File: src/rtl/adder4_arbiter.sv
// adder4_arbiter: two-requester round-robin arbiter in front of a registered 4-bit adder.
// Define ADDER4_ARBITER_SAT_EN to saturate the sum at F on overflow.
module adder4_arbiter #(
    parameter int FIRST_PRIO = 0
) (
    input  logic       clk,
    input  logic       rst_n,
    input  logic       req0,
    input  logic [3:0] a0,
    input  logic [3:0] b0,
    output logic       gnt0,
    input  logic       req1,
    input  logic [3:0] a1,
    input  logic [3:0] b1,
    output logic       gnt1,
    output logic       resp_valid,
    output logic       resp_id,
    output logic [3:0] sum,
    output logic       cout,
    output logic       busy
);
    typedef enum logic [1:0] {IDLE, EXEC, RESP} state_t;
    state_t     state_q, state_d;
    logic       last_q, resp_id_q, cout_q, grant, win;
    logic [3:0] a_q, b_q, sum_q;
    logic [4:0] raw, res;
    // Gated by rst_n so no grant is visible while reset is held.
    always_comb begin
        grant   = rst_n && state_q == IDLE && (req0 || req1);
        win     = (req0 && req1) ? !last_q : req1;
        gnt0    = grant && !win;
        gnt1    = grant && win;
        state_d = state_q == IDLE ? (grant ? EXEC : IDLE) : state_q == EXEC ? RESP : IDLE;
        raw     = {1'b0, a_q} + {1'b0, b_q};
`ifdef ADDER4_ARBITER_SAT_EN
        res     = raw[4] ? 5'h1F : raw;
`else
        res     = raw;
`endif
    end
    always_ff @(posedge clk or negedge rst_n) begin
        if (!rst_n) begin
            state_q   <= IDLE;
            last_q    <= (FIRST_PRIO == 0);
            a_q       <= '0;
            b_q       <= '0;
            sum_q     <= '0;
            cout_q    <= 1'b0;
            resp_id_q <= 1'b0;
        end else begin
            state_q <= state_d;
            if (grant) begin
                a_q    <= win ? a1 : a0;
                b_q    <= win ? b1 : b0;
                last_q <= win;
            end
            if (state_q == EXEC) begin
                {cout_q, sum_q} <= res;
                resp_id_q       <= last_q;
            end
        end
    end
    assign resp_valid = state_q == RESP;
    assign busy       = state_q != IDLE;
    assign resp_id    = resp_id_q;
    assign sum        = sum_q;
    assign cout       = cout_q;
endmodule

File: config.mk
export PLATFORM = sky130hd
export DESIGN_NAME = adder4_arbiter
export DESIGN_NICKNAME = d
export VERILOG_FILES = /design/src/rtl/adder4_arbiter.sv
export SDC_FILE = /design/constraint.sdc
export NUM_CORES = 1
export LEC_CHECK = 0
export CORE_ASPECT_RATIO = 0.8
export CORE_MARGIN = 2
export CORE_UTILIZATION = 48
export CTS_CLUSTER_DIAMETER = 50
export DETAILED_ROUTE_END_ITERATION = 8
export GPL_TIMING_DRIVEN = 0
export PLACE_DENSITY_LB_ADDON = 0.1
export SYNTH_ARGS = -nofsm -noshare
export SYNTH_HDL_FRONTEND = slang
export SYNTH_SLANG_ARGS = --single-unit
export TNS_END_PERCENT = 100
File: constraint.sdc
create_clock -name clk -period 2.6 [get_ports clk]
set_input_delay 0.52 -clock clk [delete_from_list [all_inputs] [get_ports clk]]
set_output_delay 0.52 -clock clk [all_outputs]
set_load 0.1 [all_outputs]
Word level (Yosys, flattened, before mapping)
Cells that the tools add are included.

Memories kept: 0. Latch bits: 0. Input bits: 20. Output and inout port bits: 10. Memory bits (read-only): 0. Register bits after elaboration: 17. Word-level logic and storage cells: 26. RAM bits: 0.

Divide/modulo/power cells: 0. Shift-type cells: 0. Bitwise logic cells: 0. Add/subtract/negate cells: 1. Multiplexer cells: 6. Equal/unequal tests: 2. $mul: 0. Reductions and logical operators: 10. Magnitude comparators: 0.

Operators by type and width (number): 4-bit 2-to-1 mux (2); 4-bit by 4-bit adder with 5-bit output (1); 1-bit logical AND (5); 2-bit 2-to-1 mux (2); 2-bit by 1-bit equality test with 1-bit output (second input constant) (1); 2-bit equality test (second input constant) (1); 1-bit logical NOT (2); 2-bit logical NOT (1); 1-bit 2-to-1 mux (2); 2-bit nonzero test (1); 1-bit logical OR (1).

Depth between registers and ports, before layout
Gate-level depths: netlist of run 1.

Word-level depth: 5. Gate-level depth with buffers: 6. Gate-level depth less buffers: 6.

Worst setup path before layout of run 1
OpenSTA, ideal clock, no wires.

Path kind: flip-flop to output port. From: reg state_q[1]. To: out gnt0. Path slack: -478 ps. Required time: 2080 ps. Path buffers: 1. Stages on the path, launching flop included: 5. Arrival time: 2558 ps. Path through: dfrtp_1 -> or2_4 -> nor3b_4 -> buf_6 -> nor2b_1.

Longest elaborated chain between the ends: 4.

Ends and longest elaborated chain: start, declared (line 23) `state_t state_q, state_d;`; start signal, assigned (line 51) `state_q <= state_d;`; 2-bit logical NOT (line 29) `grant = rst_n && state_q == IDLE && (req0 || req1);`; 1-bit logical AND (2 in a row) (line 29); 1-bit logical AND (line 31) `gnt0 = grant && !win;`; end, declared (line 11) `output logic gnt0,`.

No other way between the ends.

Final worst setup path of run 1
From: in req0. To: out gnt0.

Longest elaborated chain between the ends: 4.

Ends and longest elaborated chain: start, declared (line 8) `input logic req0,`; 1-bit logical AND (line 30) `win = (req0 && req1) ? !last_q : req1;`; 1-bit 2-to-1 mux (line 30); 1-bit logical NOT (line 31); 1-bit logical AND * (line 31).

Mark *: on every way between the ends. The rest lies on a longest branch, timed or not.

==> metrics.csv, run 1 <==
metric,value,unit
run status,"finished, final reports clean",
Max VDD drop,0.001046,V
Starting Density,50.13,%
die height,43.39,microns
Syn-to-layout area delta,36.42,%
Placed Area,1254,sq um
"Period Utilization, post-route",96.34,%
Ys Warns,0,
Tmin final,2.505,ns
hold_ws,0.1292,ns
Final Hold Fails,0,
Hold Path Class,input port to asynchronous set/reset pin,
Top Ports,30,
Worst slew margin,35.55,%
vias in the first global route,642,
Least-Margin Pin Slew,0.9638,ns
mean post-synth cell area,11.93,sq um
die area,2310,sq um
Leak Pwr,0.5762,nW
Post-Synthesis Cells,78,
Max Slew Vio Count,0,
H-tree levels,1,
RSZ-0062 raised after global routing,false,
nets@finish,137,
layout cells sized above 1,24.32,%
DRT Wirelength,1783,microns
"leading cell types in the layout, fill and taps excluded","clkdlybuf4s50_1 (26), dfrtp_1 (16), mux2_2 (8), nand2_1 (8), inv_1 (6)",
"FFs w/ async S/R, synth",100.0,%
first-pass GRT wire length,2980,microns
Routed Antenna Nets,0,
via count,684,
critical path class,input port to output port,
Synth cell types,25,
Post-CTS Setup Bufs,0,
maxcap violations,0,
Max Root-Sink Buffers,2,
Final Skew,0.007628,ns
core area,1857,sq um
initial antenna violation count,0,
Syn Nets,103,
worst-skew pair later-pin latency,0.30,ns
largest net degree at the start of global routing,19,
Power per Cell Area,1050,nW/um^2
final setup vio count,0,
die width,53.24,microns
total congestion overflow,0,
"Hold-fix buffers, CTS",0,
fmax,0.3992,GHz
Ant. Diodes,0,
TritonCTS Buffers,3,
"commonest non-fill, non-tap cell in the layout",clkdlybuf4s50_1,
clock slew at reported path FFs,0.10,ns
router iterations before antenna repair,4,
"EDFF count, synth",0,
GRT Total Usage,18.27,%
routed length per placed instance,13.21,microns
DRT iter0 DRCs,8,
routability congestion estimate,0.7568,
CP arrival,1.98,ns
sequential element share of the synthesized area,45.83,%
Power Total,0.001334,W
Finished Cell Area,1270,sq um
CTS tree,done,
Synth Flop Type,dfrtp_1,
CTS sink count,17,
Setup crit end kind,output port,
top fanout value on the critical path,10,
row cnt,14,
Yosys reg bits,17,
Final HPWL DP,1363,microns
Fin Setup TNS,0,ns
synthesized cell area,930.9,sq um
DR DRC count,0,
Startpoint Class,input port,
via density per instance,5.067,
data required time of the worst path,2.08,ns
Root Buffer Master,clkbuf_4,
IO Port Bufs,29,
[synth_stat cells (2+ instances only)]
cell     count  area share [%]
a21oi_1      3             1.6
buf_6        2             2.4
dfrtp_1     16              43
ha_1         4             5.4
inv_1        6             2.4
mux2_2       8             9.7
mux2_4       5             8.1
mux2i_1      4             4.3
nand2_1      8             3.2
nor2_1       3             1.2
nor2b_1      3             2.0
o21ai_0      3             1.6
[layout make-up]
type / count / area (sq um)
clock buffer: 4 / 26.28
sequential: 17 / 426.7
inverter: 6 / 22.52
fill: 164 / 586.8
multi-input combinational: 52 / 456.7
timing repair buffer: 29 / 280.3
buffer: 3 / 27.53
tap: 24 / 30.03
[logic make-up (layout without fill, tap and decap cells)]
group | after synthesis | after routing | synth area share [%]
simple gates | 21 | 21 | 13.44
buf+inv | 9 | 42 | 5.375
flops | 17 | 17 | 45.83
mux | 17 | 17 | 22.04
compound gates | 9 | 9 | 5.779
fa+ha+maj | 5 | 5 | 7.527
[sequential cells by signal (all words and copies together) (netlist names)]
signal,cells
a_q,4
b_q,4
cout,1
last_q,1
resp_id,1
state_q,2
sum,4
[what timing repair did]
action                                  in CTS  in global routing
gates resized for setup                     15                  2
endpoints found under the setup margin       2                  1
pin swaps                                    0                  0
[power breakdown]
part           switching, W  internal, W  leakage, nW  total [W]
clock network     0.0000839    0.0000598       0.0150   0.000144
logic              0.000527     0.000250        0.358   0.000777
registers         0.0000552     0.000358        0.203   0.000413
total              0.000666     0.000667        0.576    0.00133
[per-stage QoR]
stage / utilization (%) / worst slack, ns / instances
detailed placement: 67.52 / -1.346 / 131
global placement: 67.52 / -1.327 / 131
floorplan: - / 0.04431 / 78
CTS: 68.73 / 0.07150 / 135
global route: 68.40 / 0.005892 / 135
finish: 68.40 / 0.09527 / 135
[critical path, cell delays in order]
cell and delay (ns):
clkdlybuf4s50_1 0.48, nor2_1 0.07, nor3b_4 0.26, buf_6 0.20, nor2b_2 0.15, buf_4 0.29
[worst paths after layout]
check | slack (ns) | cells after the start | end | start
max | 0.1 | 6 | gnt0 | req0
min | 0.13 | 1 | b_q[1] | rst_n
max reg2reg | 1.04 | 4 | b_q[0] | last_q
min reg2reg | 0.48 | 2 | resp_id | resp_id
max in group asynchronous | 2.15 | 1 | last_q | rst_n
min in group clk | 0.48 | 2 | resp_id | resp_id
[routing by layer]
| layer | up-vias | global-route usage, % | share of wire, % |
|---|---|---|---|
| met4 | 0 | 3.077 | 0.45 |
| met3 | 2 | 7.586 | 6.4 |
| met2 | 24 | 26.67 | 46 |
| met1 | 318 | 26.02 | 47 |
| met5 | - | 0 | 0 |
| li1 | 340 | - | - |
Power figures use the tool's default switching activity.
==> inputs of run 2 (changes only) <==
--- a/config.mk
+++ b/config.mk
@@ -5,9 +5,9 @@
 export SDC_FILE = /design/constraint.sdc
 export NUM_CORES = 1
 export LEC_CHECK = 0
-export CORE_ASPECT_RATIO = 0.8
 export CORE_MARGIN = 2
-export CORE_UTILIZATION = 48
+export CORE_UTILIZATION = 50
+export CTS_BUF_LIST = sky130_fd_sc_hd__clkbuf_2
 export CTS_CLUSTER_DIAMETER = 50
 export DETAILED_ROUTE_END_ITERATION = 8
 export GPL_TIMING_DRIVEN = 0
==> metrics.csv, run 2 (same netlist as run 1, synthesis figures left out) <==
metric,value,unit,change
Final HPWL DP,1326,microns,-2.7%
CTS tree,done,,
final setup vio count,0,,unchanged
initial antenna violation count,0,,unchanged
"leading cell types in the layout, fill and taps excluded","clkdlybuf4s50_1 (26), dfrtp_1 (16), mux2_2 (8), nand2_1 (8), inv_1 (6)",,
"Period Utilization, post-route",96.13,%,-0.21 points
Tmin final,2.499,ns,-0.005389 ns
DRT iter0 DRCs,9,,+1
CP arrival,1.98,ns,about the same
core area,1745,sq um,-6.0%
Final Skew,0.006847,ns,-0.0007812 ns
router iterations before antenna repair,4,,unchanged
data required time of the worst path,2.08,ns,about the same
die height,47.15,microns,+8.7%
Max VDD drop,0.0005367,V,-49%
DRT Wirelength,1696,microns,-4.9%
IO Port Bufs,29,,unchanged
Syn-to-layout area delta,36.42,%,unchanged
vias in the first global route,633,,-1.4%
via density per instance,5.191,,+2.5%
Worst slew margin,35.69,%,+0.15 points
TritonCTS Buffers,3,,unchanged
Starting Density,53.33,%,+3.2 points
CTS sink count,17,,unchanged
first-pass GRT wire length,2746,microns,-7.9%
Max Slew Vio Count,0,,unchanged
hold_ws,0.2242,ns,+0.09501 ns
RR Startpoint,last_q,,
routability congestion estimate,0.7445,,-1.6%
dpl ws,-1.309,ns,+0.03721 ns
nets@finish,137,,unchanged
H-tree levels,1,,unchanged
Fin Setup TNS,0,ns,unchanged
largest net degree at the start of global routing,19,,unchanged
die width,47.15,microns,-11%
Power per Cell Area,1032,nW/um^2,-1.7%
Routed Antenna Nets,0,,unchanged
worst-skew pair later-pin latency,0.29,ns,about the same
maxcap violations,0,,unchanged
die area,2223,sq um,-3.8%
Hold Path Class,input port to asynchronous set/reset pin,,
DR DRC count,0,,unchanged
"commonest non-fill, non-tap cell in the layout",clkdlybuf4s50_1,,
fmax,0.4001,GHz,+0.22%
Ant. Diodes,0,,unchanged
r2r setup slk,1.05,ns,about the same
critical path class,flop to output port,,
Startpoint Class,flop,,
run status,"finished, final reports clean",,
Worst R2R Path Depth,4,,unchanged
GRT Total Usage,18.09,%,-0.18 points
clock slew at reported path FFs,0.16,ns,+0.06 ns
Leak Pwr,0.5789,nW,+0.46%
top fanout value on the critical path,4,,-6
Final WS setup,0.1007,ns,+0.005389 ns
Least-Margin Pin Slew,0.9616,ns,-0.002193 ns
total congestion overflow,0,,unchanged
Max Root-Sink Buffers,2,,unchanged
via count,706,,+3.2%
Setup crit end kind,output port,,
layout cells sized above 1,25.23,%,+0.90 points
routed length per placed instance,12.47,microns,-5.6%
Root Buffer Master,clkbuf_2,,
RSZ-0062 raised after global routing,false,,
Top Ports,30,,unchanged
reg2reg end,b_q[0],,
row cnt,15,,+1
Final Hold Fails,0,,unchanged
[run 2: cell count changes in the layout (fill, tap and decap cells not counted)]
cell	change
clkbuf_1	-1
clkbuf_4	-3
clkdlybuf4s18_2	+1
clkbuf_2	+4
buf_2	-1
[run 2: critical path, cell delays in order (launching register included)]
cell,delay (ns)
dfrtp_1,0.41
or2_4,0.15
clkdlybuf4s50_1,1.12
[run 2: area by class of cell]
type | count | area, sq um
Inverter | 6 | 22.52
Clock buffer | 4 | 20.02
Buffer | 3 | 27.53
Sequential cell | 17 | 426.7
Multi-Input combinational cell | 52 | 456.7
Fill cell | 136 | 475.5
Timing Repair Buffer | 29 | 285.3
Tap cell | 25 | 31.28
[run 2: worst max-delay path by stage]
stage	start	to	slack, ns	cells past startpoint
after floorplan	state_q[1]	gnt0	0.04	4
after global placement	rst_n	gnt0	-1.31	5
after detailed placement	rst_n	gnt0	-1.31	5
after CTS	rst_n	gnt0	0.07	5
after global routing	rst_n	gnt0	0.007	5
final	state_q[0]	busy	0.10	2
[run 2: per-stage QoR]
step	instances	util, %	power [W]	cell area (sq um)
after floorplan	78	-	0.001002	933.4
after global placement	132	71.90	0.001180	1255
after detailed placement	132	71.90	0.001198	1255
after CTS	136	72.83	0.001318	1271
after global routing	136	72.76	0.001378	1270
final	136	72.76	0.001311	1270
[run 2: timing repair]
action                                 4_1_cts  5_1_grt
resized for setup                           15        1
hold buffers                                 0        0
setup endpoints to repair                    2        1
buffers inserted                             0        0
endpoints found under the hold margin        0        0
[run 2: power by group]
group	switching (W)	total (W)	internal, W
Sequential	0.0000529	0.000410	0.000357
Clock	0.0000807	0.000121	0.0000408
Combinational	0.000529	0.000779	0.000251
Total	0.000662	0.00131	0.000648
[run 2: layer usage]
layer / wire, microns / vias to the layer above / share of wire, % / track usage, %
met1: 721 / 337 / 43 / 23.41
met5: 0 / - / 0 / 0
met3: 84 / 4 / 5.0 / 3.462
met2: 869 / 29 / 51 / 29.32
met4: 21 / 0 / 1.2 / 8.333
li1: - / 336 / - / -
==> inputs of run 3 (changes only) <==
--- a/config.mk
+++ b/config.mk
@@ -5,6 +5,7 @@
 export SDC_FILE = /design/constraint.sdc
 export NUM_CORES = 1
 export LEC_CHECK = 0
+export ABC_CLOCK_PERIOD_IN_PS = 2600
 export CORE_MARGIN = 2
 export CORE_UTILIZATION = 50
 export CTS_BUF_LIST = sky130_fd_sc_hd__clkbuf_2
==> results of run 3 <==
No change in the layout: final DEF, timing and power equal those of run 2.
